File: config.mk
export PLATFORM = sky130hd
export DESIGN_NAME = pipe_skid_stage_flat
export DESIGN_NICKNAME = d
export VERILOG_FILES = /design/src/rtl/pipe_skid_if.sv /design/src/rtl/pipe_skid_stage.sv /design/src/flat_wrapper.sv
export SDC_FILE = /design/constraint.sdc
export NUM_CORES = 1
export LEC_CHECK = 0
export ABC_AREA = 1
export BUFFER_PORTS_ARGS = -buffer_cell sky130_fd_sc_hd__buf_4
export CORE_MARGIN = 1.5
export CORE_UTILIZATION = 40
export DETAILED_ROUTE_END_ITERATION = 6
export HOLD_SLACK_MARGIN = 0.15
export PLACE_DENSITY = 0.68
export SYNTH_ARGS = -nofsm -noshare
export SYNTH_HDL_FRONTEND = slang
export SYNTH_SLANG_ARGS = --single-unit
File: constraint.sdc
create_clock -name clk -period 5.3 [get_ports clk]
set_clock_uncertainty 0.1 [all_clocks]
set_input_delay 1.06 -clock clk [delete_from_list [all_inputs] [get_ports clk]]
set_output_delay 1.06 -clock clk [all_outputs]
set_load 0.02 [all_outputs]
File: src/rtl/pipe_skid_if.sv
// pipe_skid_if: valid/ready handshake bundle for the upstream and downstream sides of a pipeline stage
interface pipe_skid_if #(parameter int DATA_W = 64);
  logic              in_valid;
  logic              in_ready;
  logic [DATA_W-1:0] in_data;
  logic              out_valid;
  logic              out_ready;
  logic [DATA_W-1:0] out_data;
  modport master (output in_valid, in_data, out_ready, input in_ready, out_valid, out_data);
  modport slave  (input in_valid, in_data, out_ready, output in_ready, out_valid, out_data);
endinterface

File: src/rtl/pipe_skid_stage.sv
// pipe_skid_stage: two-entry skid pipeline stage with state-only in_ready and stall counter
module pipe_skid_stage #(
  parameter int                DATA_W = 64,
  parameter logic [DATA_W-1:0] BUBBLE = '0,
  parameter int                CNT_W  = 16
) (
  input  logic             clk,
  input  logic             rst,
  input  logic             flush,
  pipe_skid_if.slave       bus,
  output logic [1:0]       occupancy,
  output logic [CNT_W-1:0] stall_cnt
);
  typedef enum logic [1:0] {EMPTY, ONE, FULL} state_t;
  state_t            state, state_nx;
  logic [DATA_W-1:0] main_q, main_nx, skid_q, skid_nx;
  logic              push, pop, stall;
  assign bus.in_ready  = state != FULL;
  assign bus.out_valid = state != EMPTY;
  assign bus.out_data  = main_q;
  assign occupancy     = state == EMPTY ? 2'd0 : state == ONE ? 2'd1 : 2'd2;
  assign push          = bus.in_valid & bus.in_ready;
  assign pop           = bus.out_valid & bus.out_ready;
  assign stall         = bus.out_valid & ~bus.out_ready & ~&stall_cnt;
  // State, storage and stall counter; reset empties the stage immediately, flush leaves the counter alone
  always_ff @(posedge clk or posedge rst)
    if (rst) begin
      state     <= EMPTY;
      main_q    <= BUBBLE;
      skid_q    <= BUBBLE;
      stall_cnt <= '0;
    end else begin
      state     <= state_nx;
      main_q    <= main_nx;
      skid_q    <= skid_nx;
      stall_cnt <= stall_cnt + CNT_W'(stall);
    end
  // Next state and storage; emptied registers go back to BUBBLE so out_data is BUBBLE whenever invalid
  always_comb begin
    state_nx = state;
    main_nx  = main_q;
    skid_nx  = skid_q;
    if (flush) begin
      state_nx = EMPTY;
      main_nx  = BUBBLE;
      skid_nx  = BUBBLE;
    end else
      case (state)
        EMPTY: if (push) begin
          main_nx  = bus.in_data;
          state_nx = ONE;
        end
        ONE: if (push) begin
          main_nx  = pop ? bus.in_data : main_q;
          skid_nx  = pop ? skid_q : bus.in_data;
          state_nx = pop ? ONE : FULL;
        end else if (pop) begin
          main_nx  = BUBBLE;
          state_nx = EMPTY;
        end
        FULL: if (pop) begin
          main_nx  = skid_q;
          skid_nx  = BUBBLE;
          state_nx = ONE;
        end
        default: begin
          state_nx = EMPTY;
          main_nx  = BUBBLE;
          skid_nx  = BUBBLE;
        end
      endcase
  end
endmodule

File: src/flat_wrapper.sv
// flat-port wrapper written by rule: the top's interface ports become plain ports
module pipe_skid_stage_flat 
#(
  parameter int                DATA_W = 64,
  parameter logic [DATA_W-1:0] BUBBLE = '0,
  parameter int                CNT_W  = 16
)
  (clk, rst, flush, occupancy, stall_cnt, bus_in_valid, bus_in_data, bus_out_ready, bus_in_ready, bus_out_valid, bus_out_data);
  pipe_skid_if #(.DATA_W(DATA_W)) bus_i ();
  input  logic clk;
  input  logic rst;
  input  logic flush;
  output logic [1:0] occupancy;
  output logic [CNT_W-1:0] stall_cnt;
  input wire logic [$bits(bus_i.in_valid)-1:0] bus_in_valid;
  input wire logic [$bits(bus_i.in_data)-1:0] bus_in_data;
  input wire logic [$bits(bus_i.out_ready)-1:0] bus_out_ready;
  output wire logic [$bits(bus_i.in_ready)-1:0] bus_in_ready;
  output wire logic [$bits(bus_i.out_valid)-1:0] bus_out_valid;
  output wire logic [$bits(bus_i.out_data)-1:0] bus_out_data;
  assign bus_i.in_valid = bus_in_valid;
  assign bus_i.in_data = bus_in_data;
  assign bus_i.out_ready = bus_out_ready;
  assign bus_in_ready = bus_i.in_ready;
  assign bus_out_valid = bus_i.out_valid;
  assign bus_out_data = bus_i.out_data;
  pipe_skid_stage #(.DATA_W(DATA_W), .BUBBLE(BUBBLE), .CNT_W(CNT_W)) u_core (.clk(clk), .rst(rst), .flush(flush), .bus(bus_i), .occupancy(occupancy), .stall_cnt(stall_cnt));
endmodule
==> reports/qor.txt <==
crit path max fanout = 65
fill cell count = 1840
period utilization = 0.626
buffer count from post-CTS setup fixing = 0
largest stage delay on the critical path = 840 ps
sequential share of the synthesized area = 0.481
Detailed Place HPWL = 12.1 mm
vias in the first global route = 6553
first-pass GRT wire length = 33.2 mm
Flop pwr share = 0.417
Setup WS pre-CTS = 1550 ps
finished layout cell area = 9260 sq um
CP bufs+invs = 3
Residual DRC = 0
1st-iter DRT viols = 503
DRT antenna net count = 0
std cell rows = 50
setup violators final = 0
largest net degree at the start of global routing = 82
I/O pin count = 153
routed wire length = 19.8 mm
CTS Hold Bufs = 0
min Tclk post-route = 3320 ps
die width = 141 um
Worst EP required = 5500 ps
Final TNS setup = 0 ps
Non-Filler Instances = 1397
placed standard-cell area = 8680 sq um
H-tree depth = 4
CTS tree = yes
Hold Violations, Final = 0
max-cap viol count = 0
status = finished, final reports clean
Crit path max-delay family = simple AND/OR/NAND/NOR gates
Worst Path Arrival = 3520 ps
die height = 141 um
CTS buffer count = 17
Power, Total = 3.15 mW
most frequent cells in the layout = nand2_1, buf_4, dfrtp_1
Clk pwr share = 0.379
Sw Share = 0.304
CP startpoint kind = primary input
most frequent CP cell = nand2_1
final worst setup slack = 1980 ps
Hold Path Class = flip-flop to flip-flop
DR pass1 iterations = 5
Peak supply drop = 227 uV
CTS Root Cell = clkbuf_16
mapped cell area = 7590 sq um
Clock transition at path regs = 60 ps
Logic pwr share = 0.204
GRT Total Usage = 0.209
# port buffers = 152
Post-CTS Resized = 0
FF+latch count, synth = 146
total grt overflow = 0
P_int = 2.19 mW
Synth cell types = 26
P_leak = 5.10 nW
core region area = 18600 sq um
CP Cell Sequence = buf_4 -> inv_2 -> nand4_1 -> nand2_1 -> inv_2 -> nand2_4 -> nand2_1 -> nand2_1
fin nets = 1223
sw power = 0.958 mW
Final Max Slew Viols = 0
most common cell after layout, fill and taps aside = nand2_1
crit end category = flip-flop
share of cells above drive strength 1 = 0.173
clk buf depth = 2
dpl cells = 1366
Synth Net Count = 1116
P&R area growth vs syn = 21.9%
Ys Warns = 0
CP Class = primary input to flip-flop
Initial Utilization = 0.407
RSZ-0062 raised after global routing = false
diode count = 0
die area = 19800 sq um
Worst-Skew Late Latency = 420 ps
Sink Count = 146
Finished Core Util = 0.497
Vias/cell = 4.91
maximum clock rate = 0.301 GHz
Slew HR = 0.215
average size of a mapped cell = 7.27 sq um
DR WL/cell = 14.2 um
routability cong. = 0.804
Hold Slack = 370 ps
antenna violations before repair = 0
worst-margin pin slew = 1180 ps
Max stage delay cell, worst path = inv_2
total power density per cell area = 340 nW/um^2
Cells after Synth = 1044
via count = 6862
## area by class of cell
| class | count | area, sq um | area share |
|---|---|---|---|
| clock buffers | 22 | 474 | 0.0512 |
| clock inverters | 9 | 106 | 0.0115 |
| inverters | 74 | 283 | 0.0305 |
| multi-input cells | 753 | 3250 | 0.352 |
| flip-flops and latches | 146 | 3650 | 0.395 |
| well taps | 234 | 293 | 0.0316 |
| repair buffers | 159 | 1190 | 0.129 |
## per-layer routing
metal,global-route usage,wire length [um],part of all wire
met5,0,0,0
met1,0.285,9170,0.46
met4,0.0609,233,0.012
met3,0.0380,991,0.050
met2,0.340,9400,0.47
## Yosys cell counts (all sizes together)
| library cell | n | area (sq um) |
|---|---|---|
| o21ai | 56 | 280 |
| inv | 74 | 278 |
| dfrtp | 146 | 3650 |
| xor2 | 6 | 52.6 |
| clkbuf | 19 | 75.1 |
| nand2 | 433 | 1630 |
| xnor2 | 3 | 26.3 |
| or2 | 1 | 6.26 |
| a31oi | 1 | 6.26 |
| buf | 52 | 358 |
| nand3 | 146 | 736 |
| o211ai | 1 | 12.5 |
| nand4 | 14 | 87.6 |
| nor3 | 3 | 15.0 |
| nand3b | 2 | 15.0 |
| nor2 | 84 | 320 |
| ha | 3 | 37.5 |
## tightest hold or removal path: stages (launching register included)
cell and delay [ps]:
dfrtp_1 340, nand2_1 50, nand2_1 50
## sequential cells by signal, indices dropped and copies added, names as in the netlist
name	flops
u_core.state	2
u_core.stall_cnt	16
u_core.bus.out_data	64
u_core.skid_q	64
## power groups by stage
stage / combinational, mW / sequential, mW / clock [mW]
finish: 0.641 / 1.31 / 1.19
global route: 0.715 / 1.33 / 1.27
CTS: 0.652 / 1.31 / 1.21
detailed placement: 0.648 / 1.33 / 0
global placement: 0.639 / 1.33 / 0
floorplan: 0.331 / 1.41 / 0
## kinds of logic (layout without fill, tap and decap cells)
group	count (synthesis)	count (layout)	share of synthesized area
buffers and inverters	145	264	0.0936
xor gates and xnor gates	9	9	0.0104
DFF	146	146	0.481
AOI/OAI and AO/OA	58	58	0.0394
and+or+nand+nor	683	683	0.370
adders and majority gates	3	3	0.00494
## worst paths after layout
kind | from | end | slack (ps) | cells after the start
setup / recovery | flush | u_core.skid_q[21] | 1980 | 8
hold / removal | u_core.skid_q[10] | u_core.skid_q[10] | 370 | 2
setup reg to reg | u_core.state[1] | u_core.skid_q[21] | 2040 | 8
hold reg to reg | u_core.skid_q[10] | u_core.skid_q[10] | 370 | 2
max in group asynchronous | rst | u_core.bus.out_data[31] | 3470 | 3
min in group asynchronous | rst | u_core.bus.out_data[49] | 670 | 2
(Power assumes the default switching activity.)
